$ cat src/rtl/spi_master.sv
// Mode-0 SPI master, MSB first, 8-bit frames. One chip-select window carries
// one or more bytes from a valid/ready byte stream; tx_last closes the window.
module spi_master #(
  parameter int CLK_DIV  = 4,
  parameter int CS_SETUP = 4,
  parameter int CS_HOLD  = 4,
  parameter int CS_IDLE  = 4
) (
  input  logic       clk,
  input  logic       ar,
  input  logic       tx_valid,
  input  logic [7:0] tx_data,
  input  logic       tx_last,
  output logic       tx_ready,
  output logic       rx_valid,
  output logic [7:0] rx_data,
  output logic       busy,
  output logic       sck,
  output logic       mosi,
  input  logic       miso,
  output logic       cs
);

  localparam int MAX_AB = (CLK_DIV > CS_SETUP) ? CLK_DIV : CS_SETUP;
  localparam int MAX_CD = (CS_HOLD > CS_IDLE) ? CS_HOLD : CS_IDLE;
  localparam int MAX_P  = (MAX_AB > MAX_CD) ? MAX_AB : MAX_CD;
  localparam int CNT_W  = $clog2(MAX_P);

  localparam logic [CNT_W-1:0] DIV_LD   = CNT_W'(CLK_DIV - 1);
  localparam logic [CNT_W-1:0] SETUP_LD = CNT_W'(CS_SETUP - 1);
  localparam logic [CNT_W-1:0] HOLD_LD  = CNT_W'(CS_HOLD - 1);
  localparam logic [CNT_W-1:0] IDLE_LD  = CNT_W'(CS_IDLE - 1);

  typedef enum logic [2:0] {
    ST_IDLE, ST_SETUP, ST_HIGH, ST_LOW, ST_NEXT, ST_HOLD, ST_GAP
  } state_t;

  state_t           state_q, state_d;
  logic [CNT_W-1:0] cnt_q, cnt_d;
  logic [2:0]       bit_q, bit_d;
  logic [6:0]       tx_sh_q, tx_sh_d;
  logic [6:0]       rx_sh_q, rx_sh_d;
  logic             last_q, last_d;
  logic             sck_q, sck_d;
  logic             cs_q, cs_d;
  logic             mosi_q, mosi_d;
  logic             rx_valid_q, rx_valid_d;
  logic [7:0]       rx_data_q, rx_data_d;
  logic             busy_q, busy_d;
  logic             tx_ready_q, tx_ready_d;
  logic             miso_s1_q, miso_s2_q;

  logic accept;
  logic cnt_zero;

  assign accept   = tx_valid && tx_ready_q;
  assign cnt_zero = (cnt_q == '0);

  always_comb begin
    // NOTE: every _d gets a hold default first so no path leaves it unassigned
    // and no latch is inferred.
    state_d    = state_q;
    cnt_d      = cnt_q;
    bit_d      = bit_q;
    tx_sh_d    = tx_sh_q;
    rx_sh_d    = rx_sh_q;
    last_d     = last_q;
    sck_d      = sck_q;
    cs_d       = cs_q;
    mosi_d     = mosi_q;
    rx_valid_d = 1'b0;
    rx_data_d  = rx_data_q;

    unique case (state_q)
      ST_IDLE: begin
        if (accept) begin
          cs_d    = 1'b0;
          mosi_d  = tx_data[7];
          tx_sh_d = tx_data[6:0];
          last_d  = tx_last;
          bit_d   = 3'd0;
          cnt_d   = SETUP_LD;
          state_d = ST_SETUP;
        end
      end
      ST_SETUP, ST_LOW: begin
        if (cnt_zero) begin
          sck_d   = 1'b1;
          cnt_d   = DIV_LD;
          state_d = ST_HIGH;
        end else begin
          cnt_d = cnt_q - 1'b1;
        end
      end
      ST_HIGH: begin
        if (cnt_zero) begin
          // Sample at the very end of the high phase to give the slave's
          // reply the longest possible settling time through the synchroniser.
          sck_d   = 1'b0;
          rx_sh_d = {rx_sh_q[5:0], miso_s2_q};
          bit_d   = bit_q + 3'd1;
          if (bit_q == 3'd7) begin
            rx_valid_d = 1'b1;
            rx_data_d  = {rx_sh_q, miso_s2_q};
            cnt_d      = HOLD_LD;
            state_d    = last_q ? ST_HOLD : ST_NEXT;
          end else begin
            mosi_d  = tx_sh_q[6];
            tx_sh_d = {tx_sh_q[5:0], 1'b0};
            cnt_d   = DIV_LD;
            state_d = ST_LOW;
          end
        end else begin
          cnt_d = cnt_q - 1'b1;
        end
      end
      ST_NEXT: begin
        // Going through LOW guarantees a full low phase before the next rise.
        if (accept) begin
          mosi_d  = tx_data[7];
          tx_sh_d = tx_data[6:0];
          last_d  = tx_last;
          cnt_d   = DIV_LD;
          state_d = ST_LOW;
        end
      end
      ST_HOLD: begin
        if (cnt_zero) begin
          cs_d    = 1'b1;
          cnt_d   = IDLE_LD;
          state_d = ST_GAP;
        end else begin
          cnt_d = cnt_q - 1'b1;
        end
      end
      ST_GAP: begin
        if (cnt_zero) state_d = ST_IDLE;
        else          cnt_d   = cnt_q - 1'b1;
      end
      default: state_d = ST_IDLE;
    endcase

    busy_d     = (state_d != ST_IDLE);
    tx_ready_d = (state_d == ST_IDLE) || (state_d == ST_NEXT);
  end

  // NOTE: asynchronous active-low reset puts the pins in their safe state
  // without waiting for a clock edge; all flops update with <= only.
  always_ff @(posedge clk or negedge ar) begin
    if (!ar) begin
      state_q    <= ST_IDLE;
      cnt_q      <= '0;
      bit_q      <= 3'd0;
      tx_sh_q    <= 7'd0;
      rx_sh_q    <= 7'd0;
      last_q     <= 1'b0;
      sck_q      <= 1'b0;
      cs_q       <= 1'b1;
      mosi_q     <= 1'b0;
      rx_valid_q <= 1'b0;
      rx_data_q  <= 8'h00;
      busy_q     <= 1'b0;
      tx_ready_q <= 1'b0;
      miso_s1_q  <= 1'b0;
      miso_s2_q  <= 1'b0;
    end else begin
      state_q    <= state_d;
      cnt_q      <= cnt_d;
      bit_q      <= bit_d;
      tx_sh_q    <= tx_sh_d;
      rx_sh_q    <= rx_sh_d;
      last_q     <= last_d;
      sck_q      <= sck_d;
      cs_q       <= cs_d;
      mosi_q     <= mosi_d;
      rx_valid_q <= rx_valid_d;
      rx_data_q  <= rx_data_d;
      busy_q     <= busy_d;
      tx_ready_q <= tx_ready_d;
      miso_s1_q  <= miso;
      miso_s2_q  <= miso_s1_q;
    end
  end

  assign tx_ready = tx_ready_q;
  assign rx_valid = rx_valid_q;
  assign rx_data  = rx_data_q;
  assign busy     = busy_q;
  assign sck      = sck_q;
  assign mosi     = mosi_q;
  assign cs       = cs_q;

endmodule

$ cat config.mk
export PLATFORM = sky130hd
export DESIGN_NAME = spi_master
export DESIGN_NICKNAME = d
export VERILOG_FILES = /design/src/rtl/spi_master.sv
export SDC_FILE = /design/constraint.sdc
export NUM_CORES = 1
export LEC_CHECK = 0
export ABC_AREA = 1
export CELL_PAD_IN_SITES_DETAIL_PLACEMENT = 1
export CELL_PAD_IN_SITES_GLOBAL_PLACEMENT = 2
export CORE_ASPECT_RATIO = 1.2
export CORE_MARGIN = 10
export CORE_UTILIZATION = 30
export DETAILED_ROUTE_END_ITERATION = 8
export PLACE_DENSITY = 0.76
export SYNTH_ARGS = -nofsm -noshare
export SYNTH_HDL_FRONTEND = slang
export SYNTH_SLANG_ARGS = --single-unit
export TNS_END_PERCENT = 5
$ cat constraint.sdc
create_clock -name clk -period 1.4 [get_ports clk]
set_input_delay 0.14 -clock clk [delete_from_list [all_inputs] [get_ports clk]]
set_output_delay 0.14 -clock clk [all_outputs]
set_load 0.05 [all_outputs]
* After elaboration in Yosys (flattened, before gate mapping)
Index checks and enable logic that the tools add are counted.
Cells by class: $add $sub $neg 2, multipliers 0, divide/modulo/power cells 0, order comparisons 0, eq/ne operators 15, shifts and indexed selects 0, multiplexer cells 32, bitwise gates (word level) 0, reduce and logical (&&, ||, !) cells 22
Operators by type and width (number):
- $mux W3 | 9
- $mux W7 | 3
- $pmux W3 S6 | 1
- $eq A3 B3 Y1 const B | 5
- $reduce_and A3 Y1 | 5
- $pmux W7 S2 | 1
- $ne A2 B2 Y1 const B | 6
- $mux W1 | 10
- $reduce_bool A2 Y1 | 4
- $eq A3 B2 Y1 const B | 2
- $logic_not A3 Y1 | 2
- $mux W2 | 3
- $pmux W1 S2 | 3
- $pmux W2 S3 | 1
- $pmux W3 S2 | 1
- $reduce_bool A3 Y1 | 2
- $reduce_and A2 Y1 | 2
- $reduce_and A4 Y1 | 1
- $reduce_or A2 Y1 | 2
- $reduce_or A4 Y1 | 1
- $add A3 B1 Y3 const B | 1
- $eq A3 B1 Y1 const B | 1
- $logic_not A2 Y1 | 1
- $ne A2 B1 Y1 const B | 1
- 3 further kinds | 3
Word-level totals: bits in registers 39, bits in latches 0, bits in writable memories 0, memory bits (read-only) 0, input bits 13, output and inout bits 14, word-level logic and storage cells 86, memories 0

* Depth between registers and ports, before layout
Gate-level depths: netlist (run 1).
word-level depth 6, gate-level depth with buffers 10

* Least setup slack after synthesis (run 1)
OpenSTA, ideal clock, no wires.
kind register -> register, start reg bit_q[0], end reg mosi_q (netlist: mosi), arrival time 1407 ps, required time 1276 ps, setup slack -131 ps, cell stages (with the launch flop) 9, buffers on the path 1, clock period less this slack 1531 ps, cell sequence dfrtp_1 ha_1 ha_1 or2_0 nand2_2 nand3_4 buf_8 nand2_2 o21ai_2
Between the ends: longest elaborated chain between the ends 3
RTL lines:
- start, declared | line 40 | logic [2:0] bit_q, bit_d;
- start signal, assigned | line 169 | bit_q <= bit_d;
- $eq A3 B3 Y1 | line 102 | if (bit_q == 3'd7) begin
- $ne A2 B2 Y1 (no line)
- $reduce_and A4 Y1 (no line)
- end signal, assigned | line 175 | mosi_q <= mosi_d;
- end, declared | line 46 | logic mosi_q, mosi_d;
No other way between the ends. A chain may end at the register's enable or synchronous reset.

* Final worst setup path (run 1)
start reg bit_q[1], end reg tx_sh_q[6]
Between the ends: longest elaborated chain between the ends 3
RTL lines:
- $eq A3 B3 Y1 | line 102
- $ne A2 B2 Y1 (no line)
- $reduce_and A4 Y1 (no line)
- end signal, assigned | line 170 | tx_sh_q <= tx_sh_d;
- end, declared | line 41 | logic [6:0] tx_sh_q, tx_sh_d;
No other way between the ends.

==> results.md, run 1 <==
* Status: finished with violations
* Failing checks: negative setup slack
* Setup-failing EPs final at 16
* Cells after synthesis at 205
* Global-route wire length before repair at 8240 um
* Postcts setup bufs at 0
* Clk root buf: clkbuf_8
* Clock transition at path regs at ~80 ps
* Static Leak at roughly 1.3 nW
* Maxcap violations at 0
* Die H at 108 um
* Unique masters post-synth at 32
* Peak VDD IR at between 0.6 and 0.7 mV
* Initial antenna violation count at 0
* FMAX at about 670 MHz
* Slew HR at 66.4%
* Die X at slightly above 90 um
* Critical Path End Type: flip-flop
* Primary FF master, synth: dfrtp_1
* Sequential share of power at approximately a third
* Number of synthesized flops with an enable pin at 0
* CTS H-Tree Depth at 2
* # fillers at between 700 and 800
* DRC errors left at 0
* Number of buffers created by CTS at 5
* Aggregate global routing overflow at 0
* Combinational share of power at 49.2%
* TritonCTS clock tree: yes
* Final hold slack at 282 ps
* Setup ws final at -84.1 ps
* Vias in the first global route at about 1800
* Clk pwr share at between 10% and 20%
* First-pass DRT Iterations at 3
* Avg WL per Cell at 13.6 um
* RD Place Congestion at 0.807
* Psw at 0.00191 W
* Sequential Area at roughly 1000 um2
* Grt met1 use at between 10% and 20%
* Synth async-reset ratio at 100%
* Synthesis-stage register bit count at 39
* Met2 Resource Use GR at about 18%
* Vias per cell at approximately 4.6
* Clock Skews at approximately 12 ps
* Initial DRC count at 81
* Share of layout cells above drive strength 1 at between 30% and 40%
* Core Area at between 6000 and 7000 um2
* Syn Nets at about 220
* Row Count at 31
* DIE AREA at between 9000 and 10000 um2
* Sequential share of the synthesized area at about half
* RSZ-0062 raised after global routing: yes
* Synth-to-Final Area Change at 41.1%
* Fin. max-slew vios at 0
* PortBufs at 26
* Largest net degree at the start of global routing at 40
* DR vias at 1561
* Critical path class: reg -> reg
* Syn Area/Cell at ~9.3 um2
* P_int at approximately 0.0027 W
* Class of the worst hold path: in -> reg
* Crit path launch type: flip-flop
* Nets at roughly 280
* Least-Margin Pin Slew at between 500 and 600 ps
* Final-report hold violation count at 0
* Critical Path RT at about 1600 ps
* Starting Density at 31.3%
* Synth warn at 0
* Setup WS pre-CTS at -196 ps
* Multi-input logic area at 825 um2
* Pwr dens at between 1500 and 2000 nW/um2
* Longest Clk Path Bufs at 2
* GRT Overall Usage at 10.2%
* Period utilization at 106%
* Clk_lat worst skew at ~290 ps
* Ant diodes at 0
* Met3 Resource Use GR at 2.86%
* Switching Fraction at 41.3%
* Crit-path slowest cell: dfrtp_1
* Synth Cell Area at approximately 1900 um2
* CP max FO at 8
* Post-route ant nets at 0
* Sink Count at 39
* Final wirelength at between 4000 and 5000 um
* Critical path arrival at between 1500 and 2000 ps
* Largest stage delay on the critical path at 390 ps
* Ports at 27
* Most Crowded Layer GR: met2
* Final min period at 1480 ps
* Dpl hpwl at 3520 um
* Critical path cell sequence: ha_2 -> ha_4 -> or2_0 -> nand2_2 -> nand3_4 -> nand2_1 -> o21ai_2
[through the flow]
step / setup TNS [ps] / cell area [um2] / util, % / total power [W] / std cells
3_5_place_dp: -2220 / 2530 / 41.4 / 0.00378 / 332
6_report: -748 / 2700 / 44.1 / 0.00463 / 342
4_1_cts: -1280 / 2660 / 43.5 / 0.00467 / 342
3_3_place_gp: -1560 / 2530 / 41.4 / 0.00372 / 332
2_1_floorplan: -591 / 1920 / - / 0.00310 / 205
5_1_grt: -2330 / 2700 / 44.1 / 0.00501 / 342
[flip-flops by register name, indices dropped and copies added (netlist names), 2 cells and up]
name,flops
bit_q,3
cnt_q,2
tx_sh_q,7
rx_sh_q,7
state_q,3
rx_data,8
[final timing paths]
| kind | cells after the start | to | from | slack (ps) |
|---|---|---|---|---|
| max in group asynchronous | 3 | state_q[0] | ar | 590 |
| min in group asynchronous | 3 | busy | ar | 430 |
| worst max register to register | 7 | tx_sh_q[6] | bit_q[1] | -80 |
| worst min-delay path | 1 | miso_s1_q | miso | 280 |
| worst min register to register | 0 | miso_s2_q | miso_s1_q | 350 |
| worst max-delay path | 7 | tx_sh_q[6] | bit_q[1] | -80 |
[timing repair]
item                                    CTS  global route
endpoints found under the setup margin   31            35
pin swaps                                 1             2
endpoints found under the hold margin    38             0
hold buffers                              1             0
resized for setup                         6            13
cloned                                    1             0
[cell usage after synthesis, drive strengths merged (2+ instances only)]
master / instances / area share, %
nand2: 68 / 15
dfrtp: 38 / 50
a21oi: 3 / 0.98
nor2: 9 / 2.5
or2: 2 / 0.65
nand3: 13 / 4.7
buf: 8 / 4.4
ha: 3 / 2.0
a21boi: 7 / 2.7
o21ai: 27 / 9.6
inv: 20 / 4.3
[cell usage in the layout (no fill, tap or decap), types with 2 or more instances in the layout]
| master | synthesis | routed |
|---|---|---|
| nand2_1 | 61 | 60 |
| dfrtp_1 | 38 | 36 |
| buf_4 | 1 | 24 |
| inv_1 | 17 | 16 |
| buf_12 | 0 | 14 |
| o21ai_2 | 13 | 13 |
| clkdlybuf4s50_1 | 0 | 11 |
| nand3_1 | 11 | 10 |
| o21ai_0 | 13 | 10 |
| nand2_2 | 6 | 7 |
| a21boi_0 | 7 | 7 |
| nor2_1 | 7 | 5 |
| clkbuf_8 | 0 | 5 |
| o21ai_1 | 1 | 4 |
| nand3_4 | 2 | 3 |
| buf_6 | 5 | 3 |
| inv_2 | 1 | 2 |
| nor2_4 | 2 | 2 |
| nor2_2 | 0 | 2 |
| a21oi_2 | 1 | 2 |
| ha_4 | 0 | 2 |
| dfrtp_2 | 0 | 2 |
[layout make-up]
| cell class | count | share of cell area, % |
|---|---|---|
| Clock inverter | 2 | 0.463 |
| Timing Repair Buffer | 54 | 22.9 |
| Sequential cell | 39 | 36.3 |
| Clock buffer | 6 | 2.69 |
| Inverter | 21 | 3.38 |
| Tap cell | 82 | 3.80 |
| Multi-Input combinational cell | 138 | 30.5 |
[critical path: cells and delay by family, from the launching register on]
kind / cells / cell delay (ps)
and+or+nand+nor: 4 / 570
AOI/OAI and AO/OA: 1 / 50
DFF: 1 / 390
adders and majority gates: 2 / 350
[power groups by stage]
stage               registers, W  clock network (W)  logic [W]
floorplan                0.00174                  0    0.00135
global placement         0.00162                  0    0.00210
finish                   0.00161           0.000745    0.00228
CTS                      0.00161           0.000791    0.00227
detailed placement       0.00163                  0    0.00215
global route             0.00164           0.000823    0.00254
[kinds of logic after synthesis]
group	share of synthesized area [%]
mux	0.588
flops	51.0
buf+inv	9.14
fa+ha+maj	1.96
simple gates	23.1
compound gates	14.2
[metal layers]
metal,vias up,share of wire [%]
met5,-,0
met1,771,43
met2,19,52
li1,767,-
met4,0,0.88
met3,4,3.8
Power figures use the tool's default switching activity.
==> inputs of run 2 (changes only) <==
- MAX_ROUTING_LAYER: not set -> met4
- SKIP_LAST_GASP: not set -> 1
==> results.md, run 2 (same netlist as run 1, synthesis figures left out) <==
* Status: finished with violations
* Failing checks: negative setup slack
* Most common cell after layout, fill and taps aside: nand2_1
* Setup ws final at -144 ps (-60.2 ps)
* Post-route ant nets at 0 (unchanged)
* Crit path launch type: flip-flop
* Final wirelength at 4650 um (-0.11%)
* Core Area at 6130 um2 (unchanged)
* Nets at 277 (+0.73%)
* Setup WS pre-CTS at -196 ps (unchanged)
* Starting Density at 31.3% (unchanged)
* Maxcap violations at 0 (unchanged)
* PortBufs at 26 (unchanged)
* Critical path arrival at 1730 ps (+70 ps)
* Number of buffers created by CTS at 5 (unchanged)
* CP max FO at 8 (unchanged)
* Critical Path End Type: flip-flop
* Flop2flop setup slack at -140 ps (-60 ps)
* Ant diodes at 0 (unchanged)
* TritonCTS clock tree: yes
* Die H at 108 um (unchanged)
* CTS H-Tree Depth at 2 (unchanged)
* Initial antenna violation count at 0 (unchanged)
* Reg2reg path depth at 7 (unchanged)
* Pwr dens at 1710 nW/um2 (about the same)
* Fin. max-slew vios at 0 (unchanged)
* FMAX at 648 MHz (-3.9%)
* Least-Margin Pin Slew at 503 ps (-1.26 ps)
* Setup-failing EPs final at 13 (-3)
* Sink Count at 39 (unchanged)
* DRC errors left at 0 (unchanged)
* Longest Clk Path Bufs at 2 (unchanged)
* Global-route wire length before repair at 8310 um (+0.84%)
* Aggregate global routing overflow at 0 (unchanged)
* Max reg flops at 8 (unchanged)
* Row Count at 31 (unchanged)
* Slew HR at 66.5% (+0.084 points)
* Commonest non-fill, non-tap cells in the layout: nand2_1, dfrtp_1, buf_4
* Class of the worst hold path: in -> reg
* Final-report hold violation count at 0 (unchanged)
* Clock Skews at 8.51 ps (-3.83 ps)
* Finished Core Util at 44.0% (-0.082 points)
* Vias per cell at 4.58 (+0.37%)
* Ports at 27 (unchanged)
* DIE AREA at 9990 um2 (unchanged)
* Avg WL per Cell at 13.5 um (-0.69%)
* Critical Path End: mosi
* Share of layout cells above drive strength 1 at 34.4% (-1.0 points)
* Synth-to-Final Area Change at 40.8%
* CP Launch Point: bit_q[0]
* Peak VDD IR at 0.642 mV (+6.9%)
* Dpl hpwl at 3520 um (unchanged)
* Vias in the first global route at 1759 (+0.34%)
* Final hold slack at 283 ps (+1.02 ps)
* Static Leak at 1.29 nW (+0.79%)
* Clk root buf: clkbuf_8
* Total power draw at 0.00462 W (-0.22%)
* DR vias at 1576 (+0.96%)
* R2r startpoint: bit_q[0]
* Largest net degree at the start of global routing at 40 (unchanged)
* Critical path class: reg -> reg
* Die X at 92.9 um (unchanged)
* RR Endpoint: mosi
* RD Place Congestion at 0.819 (+1.4%)
* Clock transition at path regs at 80 ps (about the same)
* First-pass DRT Iterations at 4 (+1)
* GRT Overall Usage at 10.5% (+0.33 points)
* Final min period at 1540 ps (+60.2 ps)
* Period utilization at 110% (+4.3 points)
* RSZ-0062 raised after global routing: yes
* Critical Path RT at 1580 ps (about the same)
* Clk_lat worst skew at 290 ps (about the same)
* Initial DRC count at 79 (-2.5%)
-- run 2: what timing repair did --
item                                    CTS  global route
pin swaps                                 0             4
hold buffers                              1             0
gates cloned                              1             0
buffers inserted                          0             2
endpoints found under the setup margin   31            37
gates resized for setup                   1             8
hold endpoints to repair                 38             0
-- run 2: report_power, final --
part	total (W)	internal (W)	leakage, nW	switching, W
registers	0.00161	0.00140	0.509	0.000210
logic	0.00227	0.000954	0.742	0.00131
clock network	0.000751	0.000348	0.0412	0.000402
-- run 2: cell type report --
class,instances,area [um2]
tap,82,103
fill,735,3430
clock inverter,2,12.5
inverter,21,91.3
multi-input combinational,138,818
sequential,39,977
clock buffer,6,72.6
timing repair buffer,56,623
-- run 2: metrics by stage --
step / instance area [um2] / setup TNS (ps) / instances
floorplan: 1920 / -591 / 205
global placement: 2530 / -1560 / 332
detailed placement: 2530 / -2220 / 332
CTS: 2650 / -2470 / 342
global route: 2700 / -4210 / 344
finish: 2700 / -1140 / 344
-- run 2: worst max-delay path, cell delays in order, from the launching register on --
cell and delay, ps:
dfrtp_1 390, ha_2 200, ha_4 160, or2_0 230
nand2_2 130, nand3_4 170, nand2_2 120, o21ai_2 50
-- run 2: how the worst min path moves through the flow --
stage               startpoint         to  slack (ps)  cells past startpoint
floorplan                   ar   bit_q[0]        -160                      0
global placement            ar       busy         230                      2
detailed placement          ar   tx_ready         240                      2
CTS                       miso  miso_s1_q         280                      1
global route              miso  miso_s1_q         290                      1
finish                    miso  miso_s1_q         280                      1
-- run 2: routing by layer --
| layer | global-route usage [%] | up-vias | part of all wire [%] |
|---|---|---|---|
| li1 | - | 768 | - |
| met4 | 2.98 | 0 | 1.0 |
| met2 | 18.0 | 21 | 52 |
| met1 | 12.1 | 781 | 45 |
| met3 | 2.30 | 6 | 2.5 |
| met5 | - | - | 0 |
==> inputs of run 3 (changes only) <==
- SETUP_SLACK_MARGIN: not set -> 0.15
==> results of run 3 <==
The final DEF is identical to that of run 2; final timing and power are the same.
